File: config.mk
export PLATFORM = sky130hd
export DESIGN_NAME = four_bit_serial_subtractor
export DESIGN_NICKNAME = d
export VERILOG_FILES = /design/src/rtl/arith_pkg.sv /design/src/rtl/full_subtractor.sv /design/src/rtl/four_bit_serial_subtractor.sv
export SDC_FILE = /design/constraint.sdc
export NUM_CORES = 1
export LEC_CHECK = 0
export ABC_CLOCK_PERIOD_IN_PS = 1800
export BUFFER_PORTS_ARGS = -buffer_cell sky130_fd_sc_hd__buf_4
export CAP_MARGIN = 30
export CORE_AREA = 4 4 48 50
export CTS_CLUSTER_SIZE = 16
export DETAILED_ROUTE_END_ITERATION = 16
export DIE_AREA = 0 0 52 54
export GPL_ROUTABILITY_DRIVEN = 0
export GPL_TIMING_DRIVEN = 0
export PLACE_DENSITY = 0.73
export SYNTH_ARGS = -nofsm -noshare
export SYNTH_HDL_FRONTEND = slang
export SYNTH_SLANG_ARGS = --single-unit
File: constraint.sdc
create_clock -name clk -period 1.8 [get_ports clk]
set_clock_uncertainty 0.2 [all_clocks]
set_input_delay 0.18 -clock clk [delete_from_list [all_inputs] [get_ports clk]]
set_output_delay 0.18 -clock clk [all_outputs]
set_load 0.01 [all_outputs]
File: src/rtl/arith_pkg.sv
// Shared arithmetic-practice definitions: sequencer state encoding and default operand width.
package arith_pkg;

    localparam int unsigned ARITH_WIDTH = 4;

    typedef enum logic [1:0] {
        IDLE = 2'd0,
        RUN  = 2'd1,
        DONE = 2'd2
    } sub_state_t;

endpackage

File: src/rtl/full_subtractor.sv
// One-bit full subtractor cell: d = a - b - bin, with borrow out.
module full_subtractor (
    input  logic a,
    input  logic b,
    input  logic bin,
    output logic d,
    output logic bout
);

    always_comb begin
        d    = a ^ b ^ bin;
        bout = (~a & b) | (~(a ^ b) & bin);
    end

endmodule

File: src/rtl/four_bit_serial_subtractor.sv
// Bit-serial A - B, LSB first, one full_subtractor reused per cycle with a registered borrow.
// Optional signed-overflow output is enabled by defining SUB_OVERFLOW_EN.
module four_bit_serial_subtractor
    import arith_pkg::*;
#(
    parameter int unsigned WIDTH = ARITH_WIDTH
) (
    input  logic             clk,
    input  logic             rst,
    input  logic             start,
    input  logic [WIDTH-1:0] A,
    input  logic [WIDTH-1:0] B,
    output logic             ready,
    output logic             done,
    output logic [WIDTH-1:0] diff,
    output logic             borrow_out
`ifdef SUB_OVERFLOW_EN
    ,
    output logic             overflow
`endif
);

    localparam int unsigned IDX_W = (WIDTH > 1) ? $clog2(WIDTH) : 1;
    localparam logic [IDX_W-1:0] LAST_IDX = IDX_W'(WIDTH - 1);

    sub_state_t       state, next_state;
    logic [WIDTH-1:0] a_sh, b_sh, res_sh;
    logic [IDX_W-1:0] idx;
    logic             br;
    logic             fs_d, fs_bout;
`ifdef SUB_OVERFLOW_EN
    logic             a_msb, b_msb;
`endif

    full_subtractor u_fs (
        .a    (a_sh[0]),
        .b    (b_sh[0]),
        .bin  (br),
        .d    (fs_d),
        .bout (fs_bout)
    );

    always_comb begin
        next_state = state;
        case (state)
            IDLE:    if (ready && start) next_state = RUN;
            RUN:     if (idx == LAST_IDX) next_state = DONE;
            DONE:    next_state = IDLE;
            default: next_state = IDLE;
        endcase
    end

    always_ff @(posedge clk) begin
        if (rst) begin
            state      <= IDLE;
            ready      <= 1'b0;
            done       <= 1'b0;
            diff       <= '0;
            borrow_out <= 1'b0;
            a_sh       <= '0;
            b_sh       <= '0;
            res_sh     <= '0;
            idx        <= '0;
            br         <= 1'b0;
`ifdef SUB_OVERFLOW_EN
            overflow   <= 1'b0;
            a_msb      <= 1'b0;
            b_msb      <= 1'b0;
`endif
        end else begin
            state <= next_state;
            ready <= (next_state == IDLE);
            done  <= (next_state == DONE);
            case (state)
                IDLE: begin
                    if (next_state == RUN) begin
                        a_sh  <= A;
                        b_sh  <= B;
                        br    <= 1'b0;
                        idx   <= '0;
`ifdef SUB_OVERFLOW_EN
                        a_msb <= A[WIDTH-1];
                        b_msb <= B[WIDTH-1];
`endif
                    end
                end
                RUN: begin
                    a_sh   <= a_sh >> 1;
                    b_sh   <= b_sh >> 1;
                    res_sh <= {fs_d, res_sh[WIDTH-1:1]};
                    br     <= fs_bout;
                    idx    <= idx + IDX_W'(1);
                    // Outputs load with the final bit on the edge into DONE so they are valid while done=1.
                    if (next_state == DONE) begin
                        diff       <= {fs_d, res_sh[WIDTH-1:1]};
                        borrow_out <= fs_bout;
`ifdef SUB_OVERFLOW_EN
                        overflow   <= (a_msb != b_msb) && (fs_d != a_msb);
`endif
                    end
                end
                default: ;
            endcase
        end
    end

endmodule

Word-level counts from Yosys, hierarchy flattened --
Index checks and enable logic that the tools add are counted.
Word-level totals: input port bits 11, output and inout bits 7, register bits after elaboration 24, word-level logic and storage cells 40
Cells by class: reduce and logical (&&, ||, !) cells 6, multiplexer cells 11, equal/unequal tests 5, bitwise operators 7, add/subtract/negate cells 1
Operators by type and width (count):
- 4-bit one-hot mux with 2 select lines | 2
- 4-bit two-way mux | 2
- 2-bit one-hot mux with 2 select lines | 2
- 2-bit two-way mux | 3
- 2-bit by 1-bit equality test with 1-bit output, second input constant | 2
- 2-bit equality test, second input constant | 2
- 2-bit logical NOT | 2
- 2-bit AND reduction | 2
- 2-bit by 1-bit adder with 2-bit output, second input constant | 1
- 1-bit bitwise AND | 2
- 2-bit inequality test, second input constant | 1
- 1-bit inverter | 2
- 1-bit one-hot mux with 2 select lines | 1
- 2-bit nonzero test | 1
- 1-bit bitwise XOR | 2
- 1-bit logical AND | 1
- 1-bit two-way mux | 1
- 1-bit OR | 1

Logic depth before layout (Yosys ltp) --
Gate-level depths: netlist (run 1).
word-level depth 6, mapped depth 5, depth with buffers taken out 4

Hierarchy --
Synthesis (run 1) repeated with hierarchy kept, for this count alone.
Second synthesis, totals: cells, all modules 103, area, all modules 982.2 um2
Modules (own cells, without submodules):
- four_bit_serial_subtractor | area an instance 950.9 um2, seq. area each 460.4 um2, times used 1, cells an instance 99
- full_subtractor | area an instance 31.3 um2, seq. area each 0.0 um2, times used 1, cells an instance 4

Least setup slack after synthesis (run 1) --
No wires, ideal clock.
kind flip-flop to flip-flop, start reg a_sh[0], end reg diff[3], library setup time 0.091 ns, buffers on the path 0, period minus slack after synthesis 1.310 ns, arrival 1.019 ns, required time 1.509 ns, setup slack 0.490 ns, stages on the path, launching flop included 4, cells stage by stage dfxtp_1 > inv_1 > fa_1 > a311oi_1
Between the ends: word-level cells in the longest chain between the ends 2
RTL lines:
- from (decl) | line four_bit_serial_subtractor.sv:27 | logic [WIDTH-1:0] a_sh, b_sh, res_sh;
- from (signal assigned) | line four_bit_serial_subtractor.sv:88 | a_sh <= a_sh >> 1;
- 1-bit bitwise XOR (2 in series) | line full_subtractor.sv:11 | d = a ^ b ^ bin;
- to (signal assigned) | line four_bit_serial_subtractor.sv:95 | diff <= {fs_d, res_sh[WIDTH-1:1]};
- to (decl) | line four_bit_serial_subtractor.sv:15 | output logic [WIDTH-1:0] diff,
Every way passes these cells. A chain may end at the register's enable or synchronous reset.

Worst setup path in the final report (run 1) --
start reg state[1], end reg b_sh[2]
Between the ends: word-level cells in the longest chain between the ends 5, elaborated cells between the ends (all ways) 10, those cells by class eq/ne: 3; mux: 4; reduce/logical: 3
RTL lines:
- from (decl) | line four_bit_serial_subtractor.sv:26 | sub_state_t state, next_state;
- from (signal assigned) | line four_bit_serial_subtractor.sv:71 | state <= next_state;
- 2-bit by 1-bit equality test with 1-bit output, or another cell as far along | line four_bit_serial_subtractor.sv:45, four_bit_serial_subtractor.sv:74
- 2-bit one-hot mux with 2 select lines | line four_bit_serial_subtractor.sv:45 | case (state)
- 2-bit by 1-bit equality test with 1-bit output | line four_bit_serial_subtractor.sv:76 | if (next_state == RUN) begin
- 2-bit inequality test (no source line)
- 2-bit AND reduction (no source line)
- to (signal assigned) | line four_bit_serial_subtractor.sv:89 | b_sh <= b_sh >> 1;
- to (decl) | line four_bit_serial_subtractor.sv:27
Parallel ways exist; a longest one is shown, timed or not.

==> out/summary.txt, run 1 <==
FLOORPLANNING
-----------------------------------------------------------------------------------------------------------------
Cell Rows                                                                                                      16
Initial Util                                                                                                49.6%
DIE WIDTH                                                                                                   52 um
Core Box Area                                                                                          1900 sq um
Die outline area                                                                                       2810 sq um
Floorplan die height                                                                                        54 um
I/O pin cnt                                                                                                    18

ROUTING
-----------------------------------------------------------------------------------------------------------------
Remaining antenna violation count after routing                                                                 0
Violation count after the first detailed-routing iteration                                                     21
Final routed wire length divided by cell count                                                            12.4 um
Vias/cell                                                                                                    5.14
First-pass DRT Iterations                                                                                       4
Vias                                                                                                          832
Number of DRC violations after detailed routing                                                                 0
Total detailed-routing wirelength                                                                         2010 um

FINAL LAYOUT
-----------------------------------------------------------------------------------------------------------------
Number of diodes                                                                                                0
Filler Cell Count                                                                                             170
Number of nets in the finished design                                                                         149
Sequential cell area                                                                                    460 sq um
Fraction of layout cells with a size suffix above 1                                                         21.5%
Finished Layout Cells                                                                                         162
Area Overhead vs Synth                                                                                      29.4%
Footprint of the multi-input gates                                                                      418 sq um
Final core utilization                                                                                      64.2%

CLOCKING
-----------------------------------------------------------------------------------------------------------------
Number of sinks handled by clock tree synthesis                                                                23
Max Buffers Root-to-Sink                                                                                        2
Root Buffer                                                                                          sky130_fd_sc_hd__clkbuf_4
Number of levels in the clock H-tree                                                                            1
CTS tree                                                                                                      yes
Inserted Clock Buffers                                                                                          3
Clock latency at the later pin of the worst-skew pair                                                     0.30 ns
Worst-path clk slew                                                                                       0.12 ns

TIMING
-----------------------------------------------------------------------------------------------------------------
Setup repair after global routing missed its margin                                                         false
WHS                                                                                                     0.0287 ns
FMAX                                                                                                    0.694 GHz
Max-slew headroom at the worst pin                                                                          64.9%
Post-route minimum period                                                                                 1.44 ns
Final hold violation count                                                                                      0
Setup violations, final                                                                                         0
Fin Setup TNS                                                                                                0 ns
Actual transition at the worst max-transition pin                                                        0.527 ns
Period utilisation layout                                                                                   80.0%
Final count of pins violating max slew                                                                          0
Minimum setup slack in the final design                                                                  0.360 ns

SYNTH
-----------------------------------------------------------------------------------------------------------------
Main synth FF type                                                                                   sky130_fd_sc_hd__dfxtp_1
Synthesized cell area                                                                                   943 sq um
Count of yosys warnings during synthesis                                                                        0
Cell type with the largest total area after synthesis                                                sky130_fd_sc_hd__dfxtp_1
Arithmetic-cell share of the synthesized area counting full adders, half adders and majority gates          3.45%
Dominant cells by area after synthesis                                                               sky130_fd_sc_hd__dfxtp_1 (49%), sky130_fd_sc_hd__nand2_1 (9.5%), sky130_fd_sc_hd__a311oi_1 (6.5%)
Proportion of synthesized area in mux cells                                                                 3.32%
Count of mapped cells out of synthesis                                                                        105
Flip-flop and latch count after synthesis                                                                      23
Share of the yosys chip area belonging to registers                                                         48.8%
Simple-gate share of the synthesized area                                                                   24.5%
Net Count, Synth                                                                                              118
Top cells by instance count after synthesis                                                          sky130_fd_sc_hd__nand2_1 (24), sky130_fd_sc_hd__dfxtp_1 (23), sky130_fd_sc_hd__a21oi_1 (9), sky130_fd_sc_hd__nor3_1 (9)
Synth top area share                                                                                        48.8%
Asr flop ratio synth                                                                                           0%
Post-synthesis compound-gate area fraction                                                                  13.0%
Count of flip-flops with a built-in enable after synthesis                                                      0
Dominant combinational cell family by area after synthesis                                           simple AND/OR/NAND/NOR gates
Synth Area per Inst                                                                                    8.98 sq um
Post-Synth XOR/XNOR Area                                                                                       0%
Library cell with the highest instance count after synthesis                                         sky130_fd_sc_hd__nand2_1
Number of distinct standard cells referenced by the synthesized netlist                                        24

PLACED DESIGN
-----------------------------------------------------------------------------------------------------------------
Worst slack, placed                                                                                      0.370 ns
Dpl hpwl                                                                                                  1300 um
Instance count after placement with tap cells included                                                        149
Number of port buffers                                                                                         17

GRT
-----------------------------------------------------------------------------------------------------------------
Number of antenna violations at the first check in global routing                                               0
Total global routing track utilization                                                                      15.9%
Number of global-route vias before repair                                                                     746
Largest net degree at the start of global routing                                                              13
GR Overflow Total                                                                                               0
Wire length of the first global-routing pass                                                              3300 um

CRITICAL PATH
-----------------------------------------------------------------------------------------------------------------
Kind of end point of the critical path                                                                  flip-flop
Critical path fanouts, max                                                                                     10
Critical Setup Path Class                                                                            flip-flop to flip-flop
Required time worst endpoint                                                                              1.82 ns
Data arrival time of the worst path                                                                       1.46 ns
Type of element launching the critical path                                                             flip-flop

WORST HOLD PATH
-----------------------------------------------------------------------------------------------------------------
Hold Crit Class                                                                                      primary input to flip-flop

POWER
-----------------------------------------------------------------------------------------------------------------
Leakage power summed over all cells                                                                      0.480 nW
Power per standard cell area                                                                          767 nW/um^2
Worst IR Drop VDD                                                                                        0.456 mV

OUTCOME
-----------------------------------------------------------------------------------------------------------------
Run status                                                                                           finished clean

JOB
-----------------------------------------------------------------------------------------------------------------
Number of max-cap violations                                                                                    0

-- timing repair --
item,4_1_cts,5_1_grt
setup endpoints to repair,0,0
hold buffers,9,0
hold endpoints to repair,9,0
gates resized for setup,0,0
buffers inserted,0,0
-- critical path, stage by stage (launching register included) --
cell,delay [ns]
sky130_fd_sc_hd__dfxtp_1,0.42
sky130_fd_sc_hd__or2b_1,0.17
sky130_fd_sc_hd__buf_2,0.22
sky130_fd_sc_hd__nand2_1,0.08
sky130_fd_sc_hd__a311oi_1,0.26
-- per-stage QoR --
step                power, mW  area, sq um
floorplan               0.654          943
global placement        0.696         1100
detailed placement      0.699         1100
CTS                     0.940         1220
global route            0.985         1220
finish                  0.937         1220
-- cell families (layout without fill, tap and decap cells) --
logic type / count (synthesis) / in the layout
AND/OR/NAND/NOR: 50 / 50
flip-flops: 23 / 23
AO/OA/AOI/OAI: 18 / 18
buffers and inverters: 9 / 39
multiplexers: 3 / 3
adder cells (fa/ha/maj): 2 / 2
-- state kept, by name (all words and copies together), names as in the netlist --
register    count
a_sh            4
ready           1
diff            4
b_sh            4
done            1
state           2
borrow_out      1
idx             2
br              1
res_sh          3
-- worst paths after layout --
kind / startpoint / to / slack, ns / depth (start not counted)
setup / recovery: state[1] / b_sh[2] / 0.36 / 4
hold / removal: start / state[0] / 0.03 / 4
setup reg to reg: state[1] / b_sh[2] / 0.36 / 4
hold reg to reg: borrow_out / borrow_out / 0.26 / 2
-- metal layers --
metal / GRT usage, % / part of all wire, % / vias to the layer above
met5: 0 / 0 / -
met4: 7.42 / 2.9 / 0
met3: 3.32 / 3.7 / 6
met2: 25.9 / 46 / 20
met1: 19.9 / 47 / 379
li1: - / - / 427
-- report_power, final --
part	switching (mW)	internal (mW)	leakage, nW
sequential	0.0153	0.535	0.188
clock	0.145	0.0863	0.0150
combinational	0.0756	0.0799	0.278
-- cell usage in the layout, fill, tap and decap left out, types with 2 or more instances in the layout --
master	instances
sky130_fd_sc_hd__dfxtp_1	23
sky130_fd_sc_hd__buf_4	18
sky130_fd_sc_hd__clkbuf_4	3
sky130_fd_sc_hd__nand3b_1	2
sky130_fd_sc_hd__dlygate4sd3_1	9
sky130_fd_sc_hd__nand2_1	24
sky130_fd_sc_hd__mux2i_1	2
sky130_fd_sc_hd__clkbuf_1	3
sky130_fd_sc_hd__a311oi_1	7
sky130_fd_sc_hd__nand3_1	7
sky130_fd_sc_hd__a21oi_1	9
sky130_fd_sc_hd__buf_2	3
sky130_fd_sc_hd__nor2_1	4
sky130_fd_sc_hd__nor3_1	9
-- final cells by class --
class	count	share of cell area [%]
Buffer	8	5.02
Clock buffer	4	2.15
Sequential cell	23	37.7
Inverter	1	0.307
Tap cell	27	2.77
Multi-Input combinational cell	73	34.2
Timing Repair Buffer	26	17.8
(Power assumes the default switching activity.)
==> inputs of run 2 (changes only) <==
ABC_CLOCK_PERIOD_IN_PS = 1400   (was 1800)
clock period = 1.4 ns   (was 1.8 ns; I/O delays follow)
==> out/summary.txt, run 2 (synthesized netlist as in run 1, its figures left out) <==
OUTCOME
--------------------------------------------------------------------------------
Run status                                                          finished with violations
Failing checks                                                      negative setup slack

TIMING
--------------------------------------------------------------------------------
Period utilisation layout                                                   100%   +20 points
Actual transition at the worst max-transition pin                       0.514 ns   -0.0128 ns
Final count of pins violating max slew                                         0   unchanged
Fin Setup TNS                                                        -0.00539 ns   -0.00539 ns
Max-slew headroom at the worst pin                                         65.7%   +0.85 points
Setup repair after global routing missed its margin                         true
Setup violations, final                                                        1   +1
Minimum setup slack in the final design                              -0.00539 ns   -0.365 ns
Post-route minimum period                                                1.41 ns   -0.0349 ns
FMAX                                                                   0.712 GHz   +2.5%
Final hold violation count                                                     0   unchanged

POWER
--------------------------------------------------------------------------------
Leakage power summed over all cells                                     0.519 nW   +8.0%
Part of the total power dissipated in the clock network                    24.1%   -0.6 points
Combinational cell fraction of total power                                 18.4%   +1.8 points
Switching power total                                                   0.319 mW   +35%
Sequential power share                                                     57.5%   -1.2 points
Net switching fraction of the power                                        25.7%   +0.55 points
Power per standard cell area                                         933 nW/um^2   +22%
Cell Int Power                                                          0.921 mW   +31%
Worst IR Drop VDD                                                       0.607 mV   +33%

CLOCKING
--------------------------------------------------------------------------------
Clock latency at the later pin of the worst-skew pair                    0.30 ns   about the same
Max Buffers Root-to-Sink                                                       2   unchanged
Number of sinks handled by clock tree synthesis                               23   unchanged
Inserted Clock Buffers                                                         3   unchanged
Root Buffer                                                         sky130_fd_sc_hd__clkbuf_4
Number of levels in the clock H-tree                                           1   unchanged
Worst-path clk slew                                                      0.12 ns   about the same
CTS tree                                                                     yes

FLOORPLANNING
--------------------------------------------------------------------------------
DIE WIDTH                                                                  52 um   unchanged
Floorplan die height                                                       54 um   unchanged
Core Box Area                                                         1900 sq um   unchanged
Initial Util                                                               49.6%   unchanged
Die outline area                                                      2810 sq um   unchanged
I/O pin cnt                                                                   18   unchanged
Cell Rows                                                                     16   unchanged

FINAL LAYOUT
--------------------------------------------------------------------------------
Area Overhead vs Synth                                                     40.8%
Number of nets in the finished design                                        154   +3.4%
Fraction of layout cells with a size suffix above 1                        33.6%   +12 points
Commonest non-fill, non-tap cells in the layout                     sky130_fd_sc_hd__buf_4 (22), sky130_fd_sc_hd__nand2_1 (20), sky130_fd_sc_hd__dfxtp_1 (17), sky130_fd_sc_hd__dlygate4sd3_1 (10), sky130_fd_sc_hd__nor3_1 (9)
Largest registers in the final layout                               a_sh x4, b_sh x4, diff x4
Number of diodes                                                               0   unchanged
Most common library cell in the layout ignoring fill and taps       sky130_fd_sc_hd__buf_4
Post-route cell area                                                  1330 sq um   +8.8%

ROUTING
--------------------------------------------------------------------------------
Number of DRC violations after detailed routing                                0   unchanged
Violation count after the first detailed-routing iteration                    25   +19%
Vias                                                                         886   +6.5%
Total detailed-routing wirelength                                        2280 um   +13%
Vias/cell                                                                   5.31   +3.3%
First-pass DRT Iterations                                                      6   +2
Final routed wire length divided by cell count                           13.7 um   +10%
Remaining antenna violation count after routing                                0   unchanged

GRT
--------------------------------------------------------------------------------
Number of antenna violations at the first check in global routing              0   unchanged
Largest net degree at the start of global routing                             13   unchanged
Total global routing track utilization                                     16.0%   +0.18 points
Number of global-route vias before repair                                    752   +0.80%
Layer with the highest usage                                                met2
Fraction of met1 tracks used by global routing                             20.1%   +0.17 points
Global routing usage on met3                                               3.32%   unchanged
Wire length of the first global-routing pass                             3330 um   +1.0%
Met2 track demand over resource in global routing                          26.4%   +0.42 points
GR Overflow Total                                                              0   unchanged

CRITICAL PATH
--------------------------------------------------------------------------------
Critical path fanouts, max                                                     2   -8
Required time worst endpoint                                             1.42 ns   -0.40 ns
Data arrival time of the worst path                                      1.43 ns   -0.03 ns
Critical Setup Path Class                                           flip-flop to flip-flop
Kind of end point of the critical path                                 flip-flop
Type of element launching the critical path                            flip-flop

PLACED DESIGN
--------------------------------------------------------------------------------
Number of port buffers                                                        17   unchanged
Dpl hpwl                                                                 1300 um   unchanged
Post-detailed-placement cell area                                     1100 sq um   unchanged

WORST HOLD PATH
--------------------------------------------------------------------------------
Hold Crit Class                                                     primary input to flip-flop

JOB
--------------------------------------------------------------------------------
Number of max-cap violations                                                   0   unchanged

run 2: repair_timing:
| item | in CTS | in global routing |
|---|---|---|
| resized for setup | 6 | 17 |
| hold buffers | 10 | 0 |
| setup buffers | 0 | 3 |
| hold endpoints to repair | 10 | 0 |
| cloned | 0 | 1 |
| setup endpoints to repair | 10 | 16 |
| pin swaps | 3 | 14 |
run 2: power by group through the flow:
stage	registers, mW	logic [mW]	clock network [mW]
floorplan	0.720	0.121	0
global placement	0.722	0.173	0
detailed placement	0.723	0.176	0
CTS	0.709	0.200	0.304
global route	0.717	0.249	0.338
finish	0.712	0.228	0.299
run 2: final timing paths:
kind	from	to	slack, ns	cells after the start
max	a_sh[0]	diff[3]	-0.005	3
min	start	idx[0]	0.13	4
max reg2reg	a_sh[0]	diff[3]	-0.005	3
min reg2reg	state[1]	state[0]	0.27	1
run 2: stage by stage:
stage | instances | total power, mW | hold WS, ns | utilization (%) | worst slack [ns]
2_1_floorplan | 105 | 0.841 | 0.0121 | - | 0.0904
3_3_place_gp | 149 | 0.894 | 0.141 | 58.1 | -0.00752
3_5_place_dp | 149 | 0.899 | 0.146 | 58.1 | -0.0296
4_1_cts | 163 | 1.21 | 0.0615 | 65.3 | -0.0147
5_1_grt | 167 | 1.30 | 0.165 | 69.9 | -0.0582
6_report | 167 | 1.24 | 0.126 | 69.9 | -0.00539
run 2: worst max-delay path, cell delays in order, from the launching register on:
cell,delay (ns)
sky130_fd_sc_hd__dfxtp_2,0.36
sky130_fd_sc_hd__inv_2,0.04
sky130_fd_sc_hd__fa_1,0.47
sky130_fd_sc_hd__a311oi_1,0.27
run 2: routing by layer:
metal | routed length [um] | vias up | part of all wire (%)
li1 | - | 434 | -
met1 | 965 | 418 | 42
met2 | 1160 | 28 | 51
met3 | 91 | 6 | 4.0
met4 | 59 | 0 | 2.6
met5 | 0 | - | 0
run 2: area by class of cell:
cell class,count,area [sq um]
buffer,8,76.3
multi-input combinational,73,443
tap,27,33.8
clock buffer,4,26.3
sequential,23,470
timing repair buffer,31,275
fill,161,573
inverter,1,3.75
==> inputs of run 3 (changes only) <==
REMOVE_ABC_BUFFERS = 1   (was default)
SETUP_SLACK_MARGIN = 0.5   (was default)
==> out/summary.txt, run 3 (synthesized netlist as in run 1, its figures left out) <==
CRITICAL PATH
--------------------------------------------------------------------------------
R2R Path Start                                                                br
Type of element launching the critical path                            flip-flop
Number of cell instances on the worst register-to-register path                2   -1
Endpoint of the most critical register-to-register path                  diff[3]
Reg-to-reg slack, setup                                                  0.05 ns   +0.06 ns
Critical Setup Path Class                                           flip-flop to flip-flop
Data arrival time of the worst path                                      1.37 ns   -0.06 ns
Required time worst endpoint                                             1.42 ns   about the same
Kind of end point of the critical path                                 flip-flop
Critical path fanouts, max                                                     2   unchanged

FLOORPLANNING
--------------------------------------------------------------------------------
DIE WIDTH                                                                  52 um   unchanged
Cell Rows                                                                     16   unchanged
Initial Util                                                               49.6%   unchanged
Core Box Area                                                         1900 sq um   unchanged
I/O pin cnt                                                                   18   unchanged
Die outline area                                                      2810 sq um   unchanged
Floorplan die height                                                       54 um   unchanged

WORST HOLD PATH
--------------------------------------------------------------------------------
Hold Crit Class                                                     primary input to flip-flop
End point of the worst hold path                                         a_sh[0]
Launch point of the worst hold path                                         A[0]
Cell depth of the worst hold path                                              3   -1

GRT
--------------------------------------------------------------------------------
Number of global-route vias before repair                                    835   +11%
Number of antenna violations at the first check in global routing              0   unchanged
Layer with the highest usage                                                met2
Largest net degree at the start of global routing                             24   +11
Fraction of met1 tracks used by global routing                             21.5%   +1.4 points
Met2 track demand over resource in global routing                          31.0%   +4.6 points
GR Overflow Total                                                              0   unchanged
Global routing usage on met3                                               3.05%   -0.28 points
Total global routing track utilization                                     18.2%   +2.1 points
Wire length of the first global-routing pass                             3680 um   +10%

FINAL LAYOUT
--------------------------------------------------------------------------------
Commonest non-fill, non-tap cells in the layout                     sky130_fd_sc_hd__nand2_1 (21), sky130_fd_sc_hd__buf_4 (19), sky130_fd_sc_hd__dfxtp_2 (11), sky130_fd_sc_hd__dfxtp_1 (10), sky130_fd_sc_hd__nor3_1 (9)
Filler Cell Count                                                            148   -8.1%
Finished Layout Cells                                                        159   -4.8%
Number of nets in the finished design                                        146   -5.2%
Footprint of the multi-input gates                                     534 sq um   +21%
Area Overhead vs Synth                                                     42.3%
Sequential cell area                                                   482 sq um   +2.4%
Largest registers in the final layout                               a_sh x4, b_sh x4, diff x4
Number of diodes                                                               0   unchanged
Most common library cell in the layout ignoring fill and taps       sky130_fd_sc_hd__nand2_1
Fraction of layout cells with a size suffix above 1                        50.8%   +17 points
Final core utilization                                                     70.6%   +0.72 points

POWER
--------------------------------------------------------------------------------
Sum of internal, switching and leakage power                             1.24 mW   -0.12%
Power per standard cell area                                         923 nW/um^2   -1.1%
Worst IR Drop VDD                                                       0.615 mV   +1.3%
Leakage power summed over all cells                                     0.503 nW   -2.9%

PLACED DESIGN
--------------------------------------------------------------------------------
Number of port buffers                                                        17   unchanged
Dpl hpwl                                                                 1190 um   -8.7%
Instance count after placement with tap cells included                       141   -5.4%

CLOCKING
--------------------------------------------------------------------------------
Max Buffers Root-to-Sink                                                       2   unchanged
Number of levels in the clock H-tree                                           1   unchanged
Clock latency at the later pin of the worst-skew pair                    0.31 ns   about the same
Worst-path clk slew                                                      0.13 ns   about the same
Number of sinks handled by clock tree synthesis                               23   unchanged
CTS tree                                                                     yes
Root Buffer                                                         sky130_fd_sc_hd__clkbuf_4
Inserted Clock Buffers                                                         3   unchanged

ROUTING
--------------------------------------------------------------------------------
Vias                                                                         871   -1.7%
Final routed wire length divided by cell count                           15.5 um   +13%
Total detailed-routing wirelength                                        2460 um   +8.0%
Violation count after the first detailed-routing iteration                    19   -24%
First-pass DRT Iterations                                                      4   -2
Remaining antenna violation count after routing                                0   unchanged
Number of DRC violations after detailed routing                                0   unchanged
Vias/cell                                                                   5.48   +3.3%

TIMING
--------------------------------------------------------------------------------
Final hold violation count                                                    23   +23
Post-route minimum period                                                1.35 ns   -0.0594 ns
Max-slew headroom at the worst pin                                         80.7%   +15 points
Final count of pins violating max slew                                         0   unchanged
Period utilisation layout                                                  96.1%   -4.2 points
Actual transition at the worst max-transition pin                       0.288 ns   -0.226 ns
WHS                                                                    -0.112 ns   -0.238 ns
Setup repair after global routing missed its margin                         true
FMAX                                                                   0.743 GHz   +4.4%
Fin Setup TNS                                                               0 ns   +0.00539 ns
Setup violations, final                                                        0   -1

OUTCOME
--------------------------------------------------------------------------------
Failing checks                                                      negative hold slack
Run status                                                          finished with violations

JOB
--------------------------------------------------------------------------------
Number of max-cap violations                                                   0   unchanged

-- run 3: cell types whose count changed in the layout (fill, tap and decap cells not counted), moves of 2 or more --
cell and change:
sky130_fd_sc_hd__buf_4 -3, sky130_fd_sc_hd__nand3_2 +6, sky130_fd_sc_hd__dfxtp_2 +6, sky130_fd_sc_hd__dfxtp_1 -7, sky130_fd_sc_hd__clkbuf_1 -3, sky130_fd_sc_hd__or2b_4 +2
sky130_fd_sc_hd__nor2b_4 +2, sky130_fd_sc_hd__nand3_1 -6, sky130_fd_sc_hd__dlygate4sd3_1 -10, sky130_fd_sc_hd__buf_6 +4, sky130_fd_sc_hd__nand2_2 -2
-- run 3: area by class of cell --
type / count / share of cell area [%]
clock buffer: 3 / 1.68
clock inverter: 1 / 0.373
inverter: 1 / 0.280
multi-input combinational: 76 / 39.8
sequential: 23 / 35.9
tap: 27 / 2.52
timing repair buffer: 28 / 19.5
-- run 3: worst max path at each step --
stage,startpoint,end,slack (ns),cells after the start
6_report,br,diff[3],0.05,2
5_1_grt,state[1],a_sh[1],-0.03,3
4_1_cts,state[1],a_sh[2],0.05,3
3_5_place_dp,state[0],b_sh[2],-0.45,3
3_3_place_gp,state[0],a_sh[1],-0.40,3
2_1_floorplan,state[0],a_sh[0],-0.19,3
-- run 3: metrics by stage --
stage	instance area, sq um	worst slack (ns)
after floorplan	882	-0.190
after global placement	1040	-0.395
after detailed placement	1040	-0.449
after CTS	1300	0.0541
after global routing	1340	-0.0321
final	1340	0.0540
-- run 3: per-layer routing --
layer	vias to the layer above	wire, um
li1	428	-
met5	-	0
met2	15	1360
met1	426	1030
met4	0	18
met3	2	57
-- run 3: critical path, cell delays in order (launching register included) --
cell and delay [ns]:
sky130_fd_sc_hd__dfxtp_2 0.36, sky130_fd_sc_hd__fa_2 0.47, sky130_fd_sc_hd__a311oi_1 0.23
-- run 3: repair_timing --
action                                  CTS  global route
pin swaps                                18             8
buffers inserted                          8             3
gates resized for setup                  39             5
endpoints found under the hold margin    23            23
endpoints found under the setup margin   30            30
gates cloned                              3             0
-- run 3: power breakdown --
group / leakage (nW) / switching (mW) / internal (mW)
sequential: 0.194 / 0.0272 / 0.688
combinational: 0.292 / 0.106 / 0.109
clock: 0.0177 / 0.201 / 0.107
total: 0.503 / 0.335 / 0.904
